**src/rtl/cpu_pkg.sv**
```systemverilog
// Shared CPU definitions used by the instruction-memory arbiter.
//   IMEM_ADDR_W / INSTR_W : default instruction RAM geometry (64 x 32)
//   arb_state_t           : arbiter FSM encoding (RUN / HALT)
//   `IMEM_WORD_IDX        : byte PC -> RAM word index (drops bits [1:0])
`ifndef CPU_PKG_SV
`define CPU_PKG_SV

`define IMEM_WORD_IDX(pa, aw) pa[(aw)+1:2]

package cpu_pkg;
    localparam int IMEM_ADDR_W = 6;
    localparam int INSTR_W     = 32;

    typedef enum logic {
        ARB_RUN  = 1'b0,
        ARB_HALT = 1'b1
    } arb_state_t;
endpackage

`endif

```
**src/rtl/imem_fair_counter.sv**
```systemverilog
// Starvation guard for the debug port.
// Counts fetch grants that happen while a debug request is waiting; once the
// count reaches DBG_WAIT_MAX, force_dbg tells the arbiter to let debug win
// the next contested cycle.
//   clk, rst   : clock, synchronous active-high reset
//   fetch_gnt  : fetch granted this cycle
//   dbg_gnt    : debug granted this cycle
//   dbg_req    : debug request pending this cycle
//   force_dbg  : wait count has reached DBG_WAIT_MAX
module imem_fair_counter
    import cpu_pkg::*;
#(
    parameter int DBG_WAIT_MAX = 4
) (
    input  logic clk,
    input  logic rst,
    input  logic fetch_gnt,
    input  logic dbg_gnt,
    input  logic dbg_req,
    output logic force_dbg
);
    localparam logic [3:0] WAIT_MAX = 4'(DBG_WAIT_MAX);

    logic [3:0] r_wait_cnt;

    always_ff @(posedge clk) begin
        if (rst) begin
            r_wait_cnt <= 4'd0;
        end else if (dbg_gnt || !dbg_req) begin
            r_wait_cnt <= 4'd0;
        end else if (fetch_gnt && (r_wait_cnt != WAIT_MAX)) begin
            r_wait_cnt <= r_wait_cnt + 4'd1;
        end
    end

    assign force_dbg = (r_wait_cnt == WAIT_MAX);
endmodule

```
**src/rtl/imem_port_arbiter.sv**
```systemverilog
// Arbitrates the single-port instruction RAM between CPU fetch and the
// debug/loader port. Fetch has default priority; a waiting debug request is
// forced through after DBG_WAIT_MAX fetch grants. dbg_halt keeps fetch off
// the RAM from the very cycle it is raised.
//   fetch_*   : CPU fetch request / stall / registered ack + instruction
//   dbg_*     : debug request, registered ack + read data, halt level
//   halted    : registered HALT state flag
//   dbg_wr_cnt: completed debug writes (wrapping)
//   ram_*     : drive of the asynchronous-read RAM primitive
module imem_port_arbiter
    import cpu_pkg::*;
#(
    parameter int ADDR_W       = IMEM_ADDR_W,
    parameter int DATA_W       = INSTR_W,
    parameter int DBG_WAIT_MAX = 4,
    parameter int CNT_W        = 16
) (
    input  logic              clk,
    input  logic              rst,
    input  logic              fetch_req,
    input  logic [31:0]       fetch_pa,
    output logic              fetch_stall,
    output logic              fetch_ack,
    output logic [DATA_W-1:0] fetch_rd,
    input  logic              dbg_req,
    input  logic              dbg_we,
    input  logic [ADDR_W-1:0] dbg_addr,
    input  logic [DATA_W-1:0] dbg_wdata,
    output logic              dbg_ack,
    output logic [DATA_W-1:0] dbg_rdata,
    input  logic              dbg_halt,
    output logic              halted,
    output logic [CNT_W-1:0]  dbg_wr_cnt,
    output logic [ADDR_W-1:0] ram_a,
    output logic [DATA_W-1:0] ram_d,
    output logic              ram_we,
    input  logic [DATA_W-1:0] ram_spo
);
    arb_state_t        r_state;
    arb_state_t        w_state_nxt;
    logic              w_fetch_gnt;
    logic              w_dbg_gnt;
    logic              w_force_dbg;
    logic [ADDR_W-1:0] w_fetch_idx;

    logic              r_fetch_ack;
    logic [DATA_W-1:0] r_fetch_rd;
    logic              r_dbg_ack;
    logic [DATA_W-1:0] r_dbg_rdata;
    logic [CNT_W-1:0]  r_dbg_wr_cnt;

    // Only bits [ADDR_W+1:2] of the byte PC address the RAM.
    logic w_unused_pa_bits;
    assign w_unused_pa_bits = ^{fetch_pa[31:ADDR_W+2], fetch_pa[1:0]};

    assign w_fetch_idx = `IMEM_WORD_IDX(fetch_pa, ADDR_W);

    always_ff @(posedge clk) begin
        if (rst) begin
            r_state <= ARB_RUN;
        end else begin
            r_state <= w_state_nxt;
        end
    end

    // The next state also gates fetch in the current cycle, so entering HALT
    // blocks fetch immediately and leaving HALT re-enables it immediately.
    always_comb begin
        w_state_nxt = r_state;
        w_fetch_gnt = 1'b0;
        w_dbg_gnt   = 1'b0;
        case (r_state)
            ARB_RUN:  if (dbg_halt)  w_state_nxt = ARB_HALT;
            ARB_HALT: if (!dbg_halt) w_state_nxt = ARB_RUN;
            default:  w_state_nxt = ARB_RUN;
        endcase
        if (w_state_nxt == ARB_RUN) begin
            w_dbg_gnt   = dbg_req && (!fetch_req || w_force_dbg);
            w_fetch_gnt = fetch_req && !w_dbg_gnt;
        end else begin
            w_dbg_gnt   = dbg_req;
        end
    end

    imem_fair_counter #(
        .DBG_WAIT_MAX (DBG_WAIT_MAX)
    ) u_fair (
        .clk       (clk),
        .rst       (rst),
        .fetch_gnt (w_fetch_gnt),
        .dbg_gnt   (w_dbg_gnt),
        .dbg_req   (dbg_req),
        .force_dbg (w_force_dbg)
    );

    assign fetch_stall = fetch_req && !w_fetch_gnt;
    assign ram_a       = w_dbg_gnt ? dbg_addr : w_fetch_idx;
    assign ram_d       = dbg_wdata;
    // A write granted during reset must not reach the RAM.
    assign ram_we      = w_dbg_gnt && dbg_we && !rst;

    always_ff @(posedge clk) begin
        if (rst) begin
            r_fetch_ack  <= 1'b0;
            r_fetch_rd   <= '0;
            r_dbg_ack    <= 1'b0;
            r_dbg_rdata  <= '0;
            r_dbg_wr_cnt <= '0;
        end else begin
            r_fetch_ack <= w_fetch_gnt;
            r_dbg_ack   <= w_dbg_gnt;
            if (w_fetch_gnt) r_fetch_rd <= ram_spo;
            // ram_spo still shows the old word at the write edge.
            if (w_dbg_gnt)   r_dbg_rdata <= ram_spo;
            if (w_dbg_gnt && dbg_we) r_dbg_wr_cnt <= r_dbg_wr_cnt + {{(CNT_W-1){1'b0}}, 1'b1};
        end
    end

    assign fetch_ack  = r_fetch_ack;
    assign fetch_rd   = r_fetch_rd;
    assign dbg_ack    = r_dbg_ack;
    assign dbg_rdata  = r_dbg_rdata;
    assign dbg_wr_cnt = r_dbg_wr_cnt;
    assign halted     = (r_state == ARB_HALT);
endmodule

```
**config.mk**
```make
export PLATFORM = sky130hd
export DESIGN_NAME = imem_port_arbiter
export DESIGN_NICKNAME = d
export VERILOG_FILES = /design/src/rtl/cpu_pkg.sv /design/src/rtl/imem_fair_counter.sv /design/src/rtl/imem_port_arbiter.sv
export SDC_FILE = /design/constraint.sdc
export NUM_CORES = 1
export LEC_CHECK = 0
export CORE_MARGIN = 2
export CORE_UTILIZATION = 37
export DETAILED_ROUTE_END_ITERATION = 10
export PLACE_DENSITY = 0.82
export SYNTH_ARGS = -nofsm -noshare
export SYNTH_HDL_FRONTEND = slang
export SYNTH_HIERARCHICAL = 1
export SYNTH_SLANG_ARGS = --single-unit
```
**constraint.sdc**
```tcl
create_clock -name clk -period 3.1 [get_ports clk]
set_clock_uncertainty 0.05 [all_clocks]
set_input_delay 0.465 -clock clk [delete_from_list [all_inputs] [get_ports clk]]
set_output_delay 0.465 -clock clk [all_outputs]
set_load 0.01 [all_outputs]
```
---- Yosys cells after proc, flatten, opt, wreduce, memory -nomap -nowiden ----
Cells that the tools add are included.
operators by class
  $add $sub $neg .......................... 2
  equal/unequal tests ..................... 2
  mux-type cells .......................... 4
  reductions and logical operators ........ 14
operator list
  cell                                                  count
  adder 16 x 1 -> 16 bit (second input constant)        1
  logical AND 1 bit                                     6
  two-way mux 6 bit                                     1
  zero test 1 bit                                       5
  adder 4 x 1 -> 4 bit (second input constant)          1
  equality test 4 x 3 -> 1 bit (second input constant)  1
  != test 4 x 3 -> 1 bit (second input constant)        1
  two-way mux 1 bit                                     3
  logical OR 1 bit                                      2
  OR reduction 2 bit                                    1
storage, ports and cells
  register bits after elaboration ......... 87
  output and inout bits ................... 123

---- Longest topological paths before layout ----
Gate-level depths: netlist of run 1.
  word-level depth ........................ 8
  mapped depth ............................ 12
  depth with buffers taken out ............ 10

---- Hierarchy ----
Netlist of run 1, hierarchy kept.
by module, submodules not included
  module             times used  cells an instance  area each (um2)
  imem_port_arbiter  1           427                3382.0
  imem_fair_counter  1           25                 224.0

---- Least setup slack after synthesis of run 1 ----
Ideal clock, no wire load.
  path type ............................... reg2out
  start point ............................. register u_fair.r_wait_cnt[0]
  end point ............................... output ram_a[0]
  arrival time ............................ 1.731 ns
  data required time ...................... 2.585 ns
  path slack .............................. 0.854 ns
  cell stages (with the launch flop) ...... 12
  buffers on the path ..................... 2
  cells stage by stage .................... dfxtp_1 inv_1 ha_1 nand3b_2 inv_2 or3b_1 buf_2 nand2_2 inv_1 clkbuf_1 nand2_1 nand2_1
between the ends
  word-level cells in the longest chain between the ends .. 5
ends and longest elaborated chain
  item                          RTL line                 RTL
  start, declared               imem_fair_counter.sv:24  logic [3:0] r_wait_cnt;
  start signal, assigned        imem_fair_counter.sv:32  r_wait_cnt <= r_wait_cnt + 4'd1;
  equality test 4 x 3 -> 1 bit  imem_fair_counter.sv:36  assign force_dbg = (r_wait_cnt == WAIT_MAX);
  net w_force_dbg               imem_port_arbiter.sv:43  logic w_force_dbg;
  logical OR 1 bit              imem_port_arbiter.sv:78  w_dbg_gnt = dbg_req && (!fetch_req || w_force_dbg);
  logical AND 1 bit             imem_port_arbiter.sv:78
  two-way mux 1 bit             imem_port_arbiter.sv:77  if (w_state_nxt == ARB_RUN) begin
  net w_dbg_gnt                 imem_port_arbiter.sv:42  logic w_dbg_gnt;
  two-way mux 6 bit             imem_port_arbiter.sv:97  assign ram_a = w_dbg_gnt ? dbg_addr : w_fetch_idx;
  end, declared                 imem_port_arbiter.sv:34  output logic [ADDR_W-1:0] ram_a,
The timed path passes the listed nets, and every way through them passes these cells.

---- Worst setup path after layout of run 1 ----
  start point ............................. register u_fair.r_wait_cnt[0]
  end point ............................... output ram_a[1]
between the ends
  word-level cells in the longest chain between the ends .. 5
ends and longest elaborated chain
  item                          RTL line
  equality test 4 x 3 -> 1 bit  imem_fair_counter.sv:36
  net w_force_dbg               imem_port_arbiter.sv:43
  logical OR 1 bit              imem_port_arbiter.sv:78
  logical AND 1 bit             imem_port_arbiter.sv:78
  two-way mux 1 bit             imem_port_arbiter.sv:77
  two-way mux 6 bit             imem_port_arbiter.sv:97
The timed path passes the listed nets, and every way through them passes these cells.

==> results_dict.tcl, run 1 <==
set metrics [dict create \
    clockBufferDepth 2 \
    viasPerCell 4.846 \
    yosysSeqAreaShare_pct 48.30 \
    num-fill-cells 903 \
    synth_fp_nets 563 \
    async_reset_ff_share_pct 0 \
    cts_max_level 3 \
    clkTransAtPathRegs_ps 80 \
    r2r_start "u_fair/r_wait_cnt[0]$_SDFFE_PP0P_" \
    drive_above_1_share_pct 8.156 \
    period_share_pct 94.75 \
    syn-instance-count 452 \
    synth_edf_count 0 \
    crit_start "u_fair/r_wait_cnt[0]$_SDFFE_PP0P_" \
    placed_area_um2 4900 \
    place_congestion 0.7862 \
    tightest_slew_ps 873.9 \
    cts_hold_buf 0 \
    max_stage_delay_ps 530 \
    yosysUniqueCellTypes 41 \
    rsz0062_at_grt "no" \
    num_rows 36 \
    cpMostUsedCell "nand2_1" \
    grt_pass1_vias 3085 \
    io_pins 231 \
    use_met2_pct 30.17 \
    antennaDiodeCount 0 \
    cts_tree "built" \
    antenna_found_initial 0 \
    initial_core_util_pct 37.58 \
    synth_area_leaders "dfxtp_1, nand2_1, a21oi_1" \
    end_kind "primary output" \
    drt_iter0_markers 92 \
    cp.arrival_ps 2420 \
    grt_overflow 0 \
    synth_flop_cell "dfxtp_1" \
    max_cap_violations 0 \
    reg2reg_to "u_fair/r_wait_cnt[2]$_SDFFE_PP0P_" \
    finalInstanceArea_um2 5139 \
    yosysWarnings 6 \
    netlist_area_um2 3606 \
    drt_wl_total_um 9522 \
    hold_violations 0 \
    io_buffers 140 \
    status "complete, no violations" \
    slowest_stage "clkdlybuf4s50_1" \
    place_hpwl_um 6866 \
    die_w_um 102.7 \
    worstSetupPathType "flip-flop to primary output" \
    syn_avg_cell_area_um2 7.978 \
    grt_util_met1_pct 20.17 \
    dieArea_um2 10550 \
    area_delta_synth_final_pct 42.51 \
    clkLatencyLatePin_ps 350 \
    slew_viol_final 0 \
    clock-sinks 87 \
    cp.required_ps 2580 \
    worst_ir_drop_vdd_mv 0.2550 \
    grt_usage_pct 17.39 \
    cts_root_buffer "clkbuf_8" \
    wire_per_inst_um 13.66 \
    r2r_slack_ps 640 \
    die_y_um 102.7 \
    yosys.area.top_type "dfxtp_1" \
    cts_buffers 9 \
    critical_path.max_fanout 6 \
    busiest_layer "met2" \
    final_nets 670 \
    reg2reg_depth 11 \
    drc_errors 0 \
    worstHoldPathCells 2 \
    clock.fmax_mhz 340.4 \
    ys_seq_elements 87 \
    period_minus_slack_ps 2937 \
    hp-class "flip-flop to flip-flop" \
    tns_ps 0 \
    finalPower_w 0.002365 \
    coreArea_um2 9594 \
    holdPathEnd "dbg_rdata[31]$_SDFFE_PP0N_" \
    start_kind "flip-flop" \
    yosysTopAreaCellShare_pct 48.30 \
    drtPass1Iterations 4 \
    power.density_nw_per_um2 460.2 \
    leakage_nw 1.922 \
    grt_max_degree 89 \
    grt_pass1_wl_um 14480 \
    use_met3_pct 4.610 \
    setup_viol 0 \
    dr_total_vias 3378 \
    maxSlewHeadroom_pct 41.74 \
    crit_chain "inv_1 -> ha_1 -> nand3b_2 -> inv_2 -> or3b_4 -> nand2_4 -> buf_4 -> nand2_1 -> nand2_1 -> clkdlybuf4s50_1" \
    min-delay-start "dbg_rdata[31]$_SDFFE_PP0N_" \
    ant_nets 0 \
    final_core_util_pct 53.56 \
]
==> cells in the mapped netlist (all sizes together) (3+ instances only) <==
library cell  instances
nor3b                 3
ha                    3
xnor2                 3
nand4                 6
nand3                 6
nand2               158
mux2                  4
clkbuf               16
nor2b                 6
mux2i                 3
dfxtp                87
nor2                 16
buf                  40
and4                  3
xor2                  4
a21oi                69
inv                   5
==> layer usage <==
| layer | wire (um) | vias to the layer above |
|---|---|---|
| li1 | - | 1662 |
| met1 | 3934 | 1568 |
| met2 | 4815 | 129 |
| met3 | 601 | 19 |
| met4 | 170 | 0 |
| met5 | 0 | - |
==> layout make-up <==
class / instances / area (um2) / share of cell area, %
clock inverters: 6 / 76.32 / 1.485
clock buffers: 10 / 137.6 / 2.678
well taps: 133 / 166.4 / 3.238
flip-flops and latches: 87 / 1744 / 33.94
multi-input cells: 304 / 1509 / 29.36
repair buffers: 152 / 1486 / 28.93
inverters: 5 / 18.77 / 0.3652
==> logic make-up after synthesis <==
| group | Yosys count | synth area share (%) |
|---|---|---|
| simple gates | 211 | 25.82 |
| xor+xnor | 7 | 1.700 |
| mux | 7 | 2.082 |
| buf+inv | 61 | 10.06 |
| fa+ha+maj | 3 | 1.041 |
| compound gates | 76 | 11.00 |
| flops | 87 | 48.30 |
==> report_power, final <==
part	switching, W	internal (W)	total (W)	leakage [nW]
registers	0.0000237	0.00116	0.00119	0.712
logic	0.000158	0.000187	0.000344	1.10
clock network	0.000425	0.000409	0.000834	0.109
==> metrics by stage <==
stage / hold slack [ps] / setup WS, ps / instances
2_1_floorplan: 394.1 / 854.2 / 452
3_3_place_gp: 391.6 / 234.6 / 679
3_5_place_dp: 396.7 / 180.1 / 679
4_1_cts: 409.9 / 5.999 / 695
5_1_grt: 425.6 / 3.619 / 697
6_report: 407.8 / 162.6 / 697
==> layout by cell type, fill, tap and decap left out, drive strengths merged, types with 3 or more instances in the layout <==
master / netlist / final
xnor2: 3 / 3
ha: 3 / 3
xor2: 4 / 4
a21oi: 69 / 69
clkdlybuf4s50: 0 / 139
and4: 3 / 3
nand4: 6 / 6
nor2b: 6 / 6
nand3: 6 / 6
inv: 5 / 8
mux2: 4 / 4
dfxtp: 87 / 87
nand2: 158 / 158
clkbuf: 16 / 10
nor2: 16 / 16
mux2i: 3 / 3
buf: 40 / 13
nor3b: 3 / 3
==> state kept, by name, summed over array words and instances, names as in the netlist <==
signal and count:
dbg_ack 1, fetch_ack 1, dbg_rdata 32, u_fair/r_wait_cnt 4
halted 1, fetch_rd 32, dbg_wr_cnt 16
==> worst max-delay path, delay by kind of cell (launching register included) <==
family	cells	cell delay, ps
and+or+nand+nor	5	730
adders and majority gates	1	200
DFF	1	360
buffers and inverters	4	780
==> worst max path at each step <==
stage / endpoint / slack [ps] / cells after the start
after floorplan: ram_a[0] / 850 / 11
after global placement: ram_a[4] / 230 / 7
after detailed placement: ram_a[3] / 180 / 7
after CTS: ram_a[3] / 6 / 10
after global routing: ram_a[3] / 4 / 10
final: ram_a[1] / 160 / 10
==> timing repair <==
item,in CTS,in global routing
endpoints found under the setup margin,6,6
endpoints found under the hold margin,0,0
pin swaps,1,1
gates resized for setup,1,3
setup buffers,0,2
cloned,0,0
(Power assumes the default switching activity.)
==> inputs of run 2 (changes only) <==
--- a/config.mk
+++ b/config.mk
@@ -5,10 +5,13 @@
 export SDC_FILE = /design/constraint.sdc
 export NUM_CORES = 1
 export LEC_CHECK = 0
+export ABC_CLOCK_PERIOD_IN_PS = 3100
+export CELL_PAD_IN_SITES_DETAIL_PLACEMENT = 2
+export CELL_PAD_IN_SITES_GLOBAL_PLACEMENT = 2
 export CORE_MARGIN = 2
-export CORE_UTILIZATION = 37
+export CORE_UTILIZATION = 19
 export DETAILED_ROUTE_END_ITERATION = 10
-export PLACE_DENSITY = 0.82
+export PLACE_DENSITY_LB_ADDON = 0.1
 export SYNTH_ARGS = -nofsm -noshare
 export SYNTH_HDL_FRONTEND = slang
 export SYNTH_HIERARCHICAL = 1
==> run 2 against run 1 <==
Combinational power up 6.1%. First-iteration DRC count down 34%. Die area up 90%. Utilization down 25 points. Cell count up 15%. Wire length up 33%. Sequential power about the same. Clock-buffer cell count up 1. Design area up 5.4%. Critical path type unchanged. Highest routed layer unchanged.
==> results_dict.tcl, run 2 (synthesis gave the netlist of run 1 again) <==
set metrics [dict create \
    die_w_um 141.8 \
    area_delta_synth_final_pct 50.21 \
    leakage_nw 2.031 \
    worst_ir_drop_vdd_mv 0.2422 \
    power_frac_comb_pct 13.6 \
    dr_total_vias 3478 \
    swShare_pct 25.11 \
    power.density_nw_per_um2 494.0 \
    cts_root_buffer "clkbuf_16" \
    clock-sinks 87 \
    cts_tree "built" \
    cts_buffers 9 \
    place_hpwl_um 8722 \
    p_int_w 0.002004 \
    hold_violations 0 \
    drive_above_1_share_pct 8.963 \
    drt_iter0_markers 61 \
    final_common_cell "nand2_1" \
    grt_pass1_vias 3789 \
    tns_ps 0 \
    coreArea_um2 18640 \
    viasPerCell 4.331 \
    max_cap_violations 0 \
    drc_errors 0 \
    cts_max_level 3 \
    num-fill-cells 2141 \
    grt_pass1_wl_um 19490 \
    setup_viol 0 \
    dp_cells 780 \
    final_core_util_pct 29.05 \
    sequentialPowerShare_pct 44.4 \
    cp.arrival_ps 2450 \
    place_congestion 0.6874 \
    io_pins 231 \
    worstSetupPathType "flip-flop to primary output" \
    period_minus_slack_ps 2961 \
    ant_nets 0 \
    antennaDiodeCount 0 \
    netSwitchingPower_w 0.0006720 \
    tightest_slew_ps 1012 \
    slowest_stage "clkdlybuf4s50_1" \
    clkTransAtPathRegs_ps 60 \
    clockBufferDepth 2 \
    antenna_found_initial 0 \
    start_kind "flip-flop" \
    clock.fmax_mhz 337.8 \
    initial_core_util_pct 19.34 \
    slew_viol_final 0 \
    cp_num_buf_inv 4 \
    drtPass1Iterations 3 \
    drt_wl_total_um 12670 \
    dieArea_um2 20100 \
    io_buffers 140 \
    period_share_pct 95.50 \
    cts_hold_buf 0 \
    cp.required_ps 2580 \
    max_stage_delay_ps 530 \
    timing.hold.ws_ps 405.9 \
    critical_path.max_fanout 5 \
    final_cell_mix "nand2_1, clkdlybuf4s50_1, dfxtp_1" \
    crit_family "buffers and inverters" \
    grt_overflow 0 \
    clkLatencyLatePin_ps 340 \
    grt_usage_pct 12.55 \
    grt_max_degree 89 \
    end_kind "primary output" \
    num_rows 50 \
    status "complete, no violations" \
    p_clk_share_pct 41.9 \
    die_y_um 141.8 \
    cpMostUsedCell "nand2_1" \
    stdcell_count 803 \
    wire_per_inst_um 15.78 \
    maxSlewHeadroom_pct 32.54 \
    hp-class "flip-flop to flip-flop" \
    crit_chain "inv_1 -> ha_1 -> nand3b_2 -> inv_2 -> or3b_4 -> nand2_4 -> buf_4 -> nand2_1 -> nand2_1 -> clkdlybuf4s50_1" \
    final_nets 675 \
]
run 2: cell count changes in the layout (fill, tap and decap cells not counted), moves of 4 or more:
cell,before,now
clkbuf_8,10,1
clkdlybuf4s50_1,139,134
buf_4,12,16
dlymetal6s2s_1,0,5
clkbuf_16,0,9
run 2: final timing paths:
kind / from / endpoint / slack, ps / cells past startpoint
setup reg to reg: u_fair/r_wait_cnt[0]$_SDFFE_PP0P_ / u_fair/r_wait_cnt[2]$_SDFFE_PP0P_ / 350 / 12
hold reg to reg: dbg_rdata[25]$_SDFFE_PP0N_ / dbg_rdata[25]$_SDFFE_PP0N_ / 410 / 2
setup / recovery: u_fair/r_wait_cnt[0]$_SDFFE_PP0P_ / ram_a[0] / 140 / 10
hold / removal: dbg_rdata[25]$_SDFFE_PP0N_ / dbg_rdata[25]$_SDFFE_PP0N_ / 410 / 2
run 2: area by class of cell:
cell class / count / area (um2) / area share [%]
tap: 234 / 292.8 / 5.405
timing repair buffer: 157 / 1549 / 28.60
clock inverter: 5 / 56.30 / 1.040
sequential: 87 / 1744 / 32.20
inverter: 5 / 22.52 / 0.4158
clock buffer: 11 / 242.7 / 4.481
multi-input combinational: 304 / 1509 / 27.86
run 2: routing by layer:
layer  vias to the layer above  routed length (um)  global-route usage, %
li1                       1670                   -                      -
met1                      1696                5451                  13.80
met2                        96                6279                  22.74
met4                         0                 206                  5.211
met3                        16                 735                  3.476
met5                         -                   0                      0
run 2: power groups by stage:
stage	Sequential, W	Combinational (W)	Clock (W)
floorplan	0.00123	0.000156	0
global placement	0.00121	0.000360	0
detailed placement	0.00122	0.000366	0
CTS	0.00119	0.000376	0.00118
global route	0.00119	0.000400	0.00123
finish	0.00119	0.000365	0.00112
run 2: stage by stage:
step                      cell area (um2)  power (W)  setup WS [ps]
after floorplan                      3606   0.001388          854.2
after global placement               5039   0.001572          135.6
after detailed placement             5039   0.001582          42.64
after CTS                            5380   0.002746          38.21
after global routing                 5416   0.002820         -12.34
final                                5416   0.002676          139.5
run 2: timing repair:
action                     4_1_cts  5_1_grt
pin swaps                        1        0
setup buffers                    4        3
gates resized for setup          4        6
setup endpoints to repair        6        6
run 2: worst reg2reg max path, delay by kind of cell, from the launching register on:
kind	cells	cell delay [ps]
simple gates	4	1080
buf+inv	5	690
flops	1	360
compound gates	2	320
fa+ha+maj	1	200
